`src/rtl/instr_issuer.sv`:
```
// -----------------------------------------------------------------------------
// instr_issuer
//
// Holds a 16-entry program of 16-bit instruction words and hands them to a
// control unit one at a time. After an accepted start, each word is presented
// on `instruction` together with a one-cycle `run` pulse. The next word is
// issued only after the control unit answers with `done`.
//
// Ports
//   clk          in   sole clock; all state updates on the rising edge
//   reset        in   synchronous, active-high; leaves program memory intact
//   wr_en        in   program-memory write strobe (ignored while busy)
//   wr_addr[3:0] in   program-memory write address
//   wr_data[15:0]in   instruction word to store
//   start        in   request to run the stored program (ignored while busy)
//   count[4:0]   in   number of instructions to issue, 0..16 (larger -> 16)
//   done         in   instruction-complete from the control unit
//   instruction  out  word presented to the control unit ([15:13] = dest reg)
//   run          out  one-cycle issue pulse
//   pc[3:0]      out  index of the word currently presented
//   busy         out  high from start acceptance until program end
//   finished     out  one-cycle pulse at normal program end
//   error        out  sticky timeout flag
//
// Configuration
//   ISSUE_TIMEOUT_EN  when defined, an 8-bit watchdog runs in WAIT. If 255
//                     WAIT cycles pass without done, the program is abandoned:
//                     error is set, busy drops and no finished pulse is given.
//                     When undefined, WAIT waits forever and error is 0.
// -----------------------------------------------------------------------------
module instr_issuer (
  input  logic        clk,
  input  logic        reset,
  input  logic        wr_en,
  input  logic [3:0]  wr_addr,
  input  logic [15:0] wr_data,
  input  logic        start,
  input  logic [4:0]  count,
  input  logic        done,
  output logic [15:0] instruction,
  output logic        run,
  output logic [3:0]  pc,
  output logic        busy,
  output logic        finished,
  output logic        error
);

  typedef enum logic [1:0] {
    IDLE,
    ISSUE,
    WAIT,
    FINISH
  } state_t;

  state_t      state;
  logic [15:0] mem [16];
  logic [3:0]  last_pc;   // index of the final word of the accepted program
  logic [3:0]  pc_inc;

`ifdef ISSUE_TIMEOUT_EN
  logic [7:0]  tmo_cnt;
`endif

  assign pc_inc = pc + 4'd1;

  // NOTE: program memory has no reset so a reset mid-program keeps the loaded
  // program; this also lets synthesis map it onto plain RAM/register-file
  // cells. Reset still wins over a coincident write.
  always_ff @(posedge clk) begin
    if (!reset && wr_en && !busy) begin
      mem[wr_addr] <= wr_data;
    end
  end

  // NOTE: every register below is updated with non-blocking assignments so
  // all outputs change together at the edge, independent of statement order.
  always_ff @(posedge clk) begin
    if (reset) begin
      state       <= IDLE;
      instruction <= '0;
      run         <= 1'b0;
      pc          <= '0;
      busy        <= 1'b0;
      finished    <= 1'b0;
      last_pc     <= '0;
`ifdef ISSUE_TIMEOUT_EN
      error       <= 1'b0;
      tmo_cnt     <= '0;
`endif
    end else begin
      // Pulses default low; only the transitions below raise them.
      run      <= 1'b0;
      finished <= 1'b0;

      case (state)
        IDLE: begin
          if (start && count != 5'd0) begin
            pc          <= '0;
            instruction <= mem[0];
            busy        <= 1'b1;
            run         <= 1'b1;
            // Clamp to 16 words: count of 16 or more ends at index 15.
            last_pc     <= (count >= 5'd16) ? 4'd15 : count[3:0] - 4'd1;
            state       <= ISSUE;
`ifdef ISSUE_TIMEOUT_EN
            error       <= 1'b0;
`endif
          end
        end

        ISSUE: begin
          state <= WAIT;
`ifdef ISSUE_TIMEOUT_EN
          tmo_cnt <= '0;
`endif
        end

        WAIT: begin
          if (done) begin
            if (pc == last_pc) begin
              finished <= 1'b1;
              state    <= FINISH;
            end else begin
              pc          <= pc_inc;
              instruction <= mem[pc_inc];
              run         <= 1'b1;
              state       <= ISSUE;
            end
          end
`ifdef ISSUE_TIMEOUT_EN
          // Counter would reach 255 this edge: this was the 255th WAIT cycle.
          else if (tmo_cnt == 8'd254) begin
            error <= 1'b1;
            busy  <= 1'b0;
            state <= IDLE;
          end else begin
            tmo_cnt <= tmo_cnt + 8'd1;
          end
`endif
        end

        FINISH: begin
          busy  <= 1'b0;
          state <= IDLE;
        end

        default: state <= IDLE;
      endcase
    end
  end

`ifndef ISSUE_TIMEOUT_EN
  assign error = 1'b0;
`endif

endmodule

```
`config.mk`:
```
export PLATFORM = sky130hd
export DESIGN_NAME = instr_issuer
export DESIGN_NICKNAME = d
export VERILOG_FILES = /design/src/rtl/instr_issuer.sv
export SDC_FILE = /design/constraint.sdc
export NUM_CORES = 1
export LEC_CHECK = 0
export CAP_MARGIN = 5
export CORE_ASPECT_RATIO = 1.25
export CORE_MARGIN = 8
export CORE_UTILIZATION = 55
export CTS_BUF_LIST = sky130_fd_sc_hd__clkbuf_8
export CTS_CLUSTER_SIZE = 24
export DETAILED_ROUTE_END_ITERATION = 10
export HOLD_SLACK_MARGIN = 0.03
export PLACE_DENSITY = 0.81
export SLEW_MARGIN = 20
export SYNTH_ARGS = -nofsm -noshare
export SYNTH_HDL_FRONTEND = slang
export SYNTH_SLANG_ARGS = --single-unit
```
`constraint.sdc`:
```
create_clock -name clk -period 5.3 [get_ports clk]
set_clock_uncertainty 0.2 [all_clocks]
set_input_delay 1.06 -clock clk [delete_from_list [all_inputs] [get_ports clk]]
set_output_delay 1.06 -clock clk [all_outputs]
set_load 0.005 [all_outputs]
```
==> reports/metrics.cfg, run 1 <==
[drt]
route.detailed.wl_per_inst_um = 24.68
ant_nets = 0
drt_wl_total_um = 25050
vias_per_cell = 6.131
drcViolationCount = 0
drt_iter0_markers = 617
vias = 6223
drtPass1Iterations = 6

[placed_design]
hpwl_um = 15480
io_buffers = 52
gpl.final_weighted_congestion = 0.8099
dpl_worst_slack_ns = 1.245

[yosys]
ys.flop_type = edfxtp_1
synth_cells = 633
ys_ff_latch = 285
synth.distinct_cells = 47
ys_seq_area_share_pct = 71.50
synth.top_cell.area_share_pct = 66.48
synthTopCellsByArea = edfxtp_1, mux2i_1, mux4_2, dfxtp_1, o41ai_2
synth_largest_area_cell = edfxtp_1
ys_warn_count = 0
syn_area_um2 = 11560
synthArstFlopShare_pct = 0
syn_area_per_cell_um2 = 18.27
synth_edf_count = 256
syn-num-nets = 666

[clock_network]
cts-hold-fix-buffers = 0
cts_setup_buffers = 0
insertion_delay_ns = 0.54
numCtsBuffers = 41
cts_buffer_depth = 3
htree_levels = 2
cts_resized = 0
cts_tree = yes
cts_sinks = 285
cts.clk_slew.worst_paths_ns = 0.06
cts_root_buffer = clkbuf_8

[global_routing]
grt_pass1_wl_um = 38250
grtUsageMet3_pct = 2.766
use_met1_pct = 21.55
top_usage_layer = met2
grt_usage_pct = 19.26
grt_max_degree = 59
global_route.usage.met2_pct = 35.99
grt_overflow_total = 0
antenna_found_initial = 1
grt_pass1_vias = 6559

[run_status]
status = complete, no violations

[sta]
setup_viol = 0
fin_setup_tns_ns = 0
hold_ws_ns = 0.3204
drv_slew = 0
relSlewSlack_pct = 29.58
post-route-period-util_pct = 67.96
tightest_slew_ns = 1.052
period_needed_ns = 3.602
timing.fmax_mhz = 277.6
hold_violations = 0
rsz0062_at_grt = false
layout_setup_ws_ns = 1.698

[hold_path]
hp-class = reg -> reg

[floorplan]
initial_core_util_pct = 55.75
design.die.area_um2 = 25950
core.rowCount = 59
fp.coreArea_um2 = 20740
io_pins = 54
die_y_um = 178.1
die_width_um = 145.7

[critical_path]
cp_common_cell = nor3_1
worstPathArrival_ns = 3.77
crit_slowest_cell = buf_4
path_class = reg -> reg
crit_path_cell_trace = buf_4 > mux4_2 > mux2i_1 > nor3_1 > a2111oi_0 > nor3_1
cp_max_fo = 58
critical_path_required_ns = 5.46
end_kind = flip-flop
cp_slowest_stage_delay_ns = 0.91
start_kind = flip-flop

[flow_run]
drv_cap = 0

[finish]
drive_above_1_share_pct = 19.57
nets = 748
syn_to_final_growth_pct = 12.96
diodes = 0

[power]
ir_drop_mv = 0.2234
p_leak_nw = 4.138
p_per_area_nw_per_um2 = 331.1
p_total_mw = 4.325

state kept, by name, summed over array words and instances, names as in the netlist:
signal / count
finished: 1
state: 2
run: 1
mem: 256
busy: 1
pc: 4
instruction: 16
last_pc: 4
layout make-up:
cell class / instances / area, µm²
Sequential cell: 285 / 8272
Multi-Input combinational cell: 305 / 2964
Timing Repair Buffer: 78 / 730.7
Inverter: 4 / 15.01
Tap cell: 274 / 342.8
Clock buffer: 47 / 646.9
Clock inverter: 22 / 91.34
Fill cell: 1351 / 7681
layout by cell type (no fill, tap or decap), drive strengths merged, types with 8 or more instances in the layout:
cell,count
a22oi,15
o41ai,15
clkbuf,47
o21ai,15
nor3,8
mux2i,77
nor2,40
nand3b,17
inv,15
mux4,34
clkdlybuf4s50,51
dfxtp,29
buf,27
edfxtp,256
a21oi,22
clkinv,10
a221oi,15
critical path: cells and delay by family, from the launching register on:
family                 cells  cell delay (ns)
buffers and inverters      1             0.91
AOI/OAI and AO/OA          1             0.36
DFF                        1             0.87
and+or+nand+nor            2             0.17
muxes                      2             0.86
kinds of logic (layout without fill, tap and decap cells):
group | count (synthesis) | in the layout | synth area share (%)
buffers and inverters | 43 | 151 | 3.127
adder cells (fa/ha/maj) | 3 | 3 | 0.3246
AND/OR/NAND/NOR | 91 | 91 | 4.198
other | 1 | 1 | 0.03243
multiplexers | 111 | 111 | 13.29
XOR/XNOR | 10 | 10 | 0.9847
AO/OA/AOI/OAI | 89 | 89 | 6.546
flip-flops | 285 | 285 | 71.50
path summary, 6_finish.rpt:
path | from | end | slack (ns) | depth (start not counted)
worst max-delay path | pc[0] | instruction[5] | 1.70 | 6
worst min-delay path | instruction[15] | instruction[15] | 0.32 | 2
worst max register to register | pc[0] | instruction[5] | 1.70 | 6
worst min register to register | instruction[15] | instruction[15] | 0.32 | 2
routing by layer:
layer | wire, µm | vias up
met5 | 13 | -
met4 | 815 | 2
met3 | 1371 | 65
met2 | 13780 | 238
met1 | 9077 | 3203
li1 | - | 2715
power breakdown:
group	switching, mW	leakage (nW)	internal (mW)
combinational	0.135	1.17	0.111
sequential	0.0255	2.54	2.48
clock	0.772	0.422	0.804
total	0.932	4.14	3.39
per-stage QoR:
stage | cell area, µm² | utilization, % | cells
2_1_floorplan | 11560 | - | 633
3_3_place_gp | 12300 | 59.28 | 945
3_5_place_dp | 12300 | 59.28 | 945
4_1_cts | 13040 | 62.84 | 1014
5_1_grt | 13060 | 62.97 | 1015
6_report | 13060 | 62.97 | 1015
synthesized netlist by cell type, types with 7 or more instances:
master    instances
edfxtp_1        256
mux2i_1          77
nor2_1           40
mux4_2           34
dfxtp_1          29
a21oi_1          22
nand3b_1         17
a22oi_1          15
o21ai_0          15
o41ai_2          11
buf_2             9
a221oi_2          8
buf_4             8
nor3_1            8
a221oi_1          7
clkbuf_8          7
nand2_1           7
Note: power is estimated with default switching activity, not from simulation.
==> inputs of run 2 (changes only) <==
clock period = 3.5 ns   (was 5.3 ns; I/O delays follow)
==> run 2 against run 1 <==
  * Sequential power is 51% higher
  * Critical endpoint is now instruction[3]
  * Cell count is 1.6% higher
  * Fmax is 30% higher
  * Design area is 1.3% higher
  * Highest routed layer unchanged
  * Via count is 0.24% lower
  * Non-clock buffer count is 13 higher
  * Routed wire length is 1.1% higher
  * Die area stayed put
==> reports/metrics.cfg, run 2 (synthesis results as in run 1) <==
[hold_path]
hp-class = reg -> reg

[floorplan]
io_pins = 54  ; unchanged
design.die.area_um2 = 25950  ; unchanged
die_y_um = 178.1  ; unchanged
die_width_um = 145.7  ; unchanged
fp.coreArea_um2 = 20740  ; unchanged
initial_core_util_pct = 55.75  ; unchanged
core.rowCount = 59  ; unchanged

[finish]
syn_to_final_growth_pct = 14.38
nets = 760  ; +1.6%
final_cell_mix = edfxtp_1, mux2i_1, clkdlybuf4s50_1
reg_top3 = mem (256), instruction (16)
largest_reg_flops = 256  ; unchanged
top_register = mem
diodes = 0  ; unchanged
final_common_cell = edfxtp_1
drive_above_1_share_pct = 20.74  ; +1.2 points

[global_routing]
grt_pass1_vias = 6664  ; +1.6%
grt_overflow_total = 0  ; unchanged
grt_usage_pct = 19.52  ; +0.26 points
antenna_found_initial = 1  ; unchanged
grt_pass1_wl_um = 38430  ; +0.45%
grt_max_degree = 45  ; -24%

[drt]
vias_per_cell = 6.021  ; -1.8%
wl_met1_um = 9387  ; +3.4%
route.detailed.wl_per_inst_um = 24.58  ; -0.43%
drtPass1Iterations = 5  ; -1
drt_iter0_markers = 616  ; -0.16%
ant_nets = 0  ; unchanged
route.met2.wl_um = 13520  ; -1.9%
vias = 6208  ; -0.24%
highest-signal-layer = met5
drt_wl_total_um = 25340  ; +1.1%
wl_met3_um = 1532  ; +12%
drcViolationCount = 0  ; unchanged

[power]
p_leak_nw = 4.247  ; +2.6%
p_per_area_nw_per_um2 = 498.7  ; +51%
p_total_mw = 6.596  ; +52%
ir_drop_mv = 0.3062  ; +37%

[sta]
hold_violations = 0  ; unchanged
rsz0062_at_grt = false
drv_slew = 0  ; unchanged
timing.fmax_mhz = 362.2  ; +30%
relSlewSlack_pct = 46.61  ; +17 points
layout_setup_ws_ns = 0.7391  ; -0.9589 ns
period_needed_ns = 2.761  ; -0.8411 ns
post-route-period-util_pct = 78.88  ; +11 points
fin_setup_tns_ns = 0  ; unchanged
tightest_slew_ns = 0.8008  ; -0.2517 ns
hold_ws_ns = 0.3135  ; -0.006900 ns
setup_viol = 0  ; unchanged

[critical_path]
cp_slowest_stage_delay_ns = 0.82  ; -0.09 ns
crit_slowest_cell = ha_1
path_class = reg -> reg
critical_path_required_ns = 3.69  ; -1.77 ns
end_kind = flip-flop
worstPathArrival_ns = 2.95  ; -0.82 ns
start_kind = flip-flop
cp_max_fo = 16  ; -72%
crit_path_cell_trace = ha_1 > and2_1 > buf_4 > a22oi_1 > a21oi_1 > o41ai_2

[placed_design]
hpwl_um = 15910  ; +2.8%
gpl.final_weighted_congestion = 0.8044  ; -0.68%
dpl_worst_slack_ns = 0.3323  ; -0.9129 ns
io_buffers = 52  ; unchanged

[clock_network]
htree_levels = 2  ; unchanged
cts_setup_buffers = 0  ; unchanged
cts_sinks = 285  ; unchanged
numCtsBuffers = 40  ; -2.4%
cts_root_buffer = clkbuf_8
cts-hold-fix-buffers = 0  ; unchanged
cts_tree = yes
cts.clk_slew.worst_paths_ns = 0.07  ; about the same
cts_buffer_depth = 3  ; unchanged
insertion_delay_ns = 0.53  ; about the same
cts_resized = 0  ; unchanged

[run_status]
status = complete, no violations

[flow_run]
drv_cap = 0  ; unchanged

==> run 2: cell types whose count changed in the layout (fill, tap and decap cells not counted), sizes merged <==
cell,before,now
clkinv,10,9
clkinvlp,1,0
bufinv,0,1
inv,15,20
buf,27,40
clkbuf,47,46
==> run 2: through the flow <==
stage / util (%) / cell area, µm² / instances
floorplan: - / 11560 / 633
global placement: 60.09 / 12460 / 959
detailed placement: 60.09 / 12460 / 959
CTS: 63.76 / 13230 / 1031
global route: 63.76 / 13230 / 1031
finish: 63.76 / 13230 / 1031
==> run 2: worst paths after layout <==
path	startpoint	to	slack (ns)	cells after the start
setup / recovery	pc[0]	instruction[3]	0.74	6
hold / removal	last_pc[1]	last_pc[1]	0.31	2
setup reg to reg	pc[0]	instruction[3]	0.74	6
hold reg to reg	last_pc[1]	last_pc[1]	0.31	2
==> run 2: layer usage <==
| layer | global-route usage [%] | up-vias |
|---|---|---|
| met5 | 0 | - |
| met4 | 8.431 | 2 |
| met3 | 2.995 | 69 |
| met2 | 35.64 | 235 |
| met1 | 22.53 | 3160 |
| li1 | - | 2742 |
==> run 2: power by group <==
group / switching (mW) / internal (mW) / total, mW
logic: 0.213 / 0.170 / 0.383
clock network: 1.16 / 1.27 / 2.43
registers: 0.0302 / 3.75 / 3.78
==> run 2: layout make-up <==
type	instances	area [µm²]
sequential	285	8272
fill	1364	7517
multi-input combinational	305	2964
timing repair buffer	91	870.8
clock buffer	46	633.1
tap	274	342.8
clock inverter	26	128.9
inverter	4	15.01
==> run 2: worst max-delay path, delay by kind of cell (launching register included) <==
family          cells  cell delay, ns
fa+ha+maj           1            0.82
buf+inv             1            0.31
simple gates        1            0.40
compound gates      3            0.50
flops               1            0.39
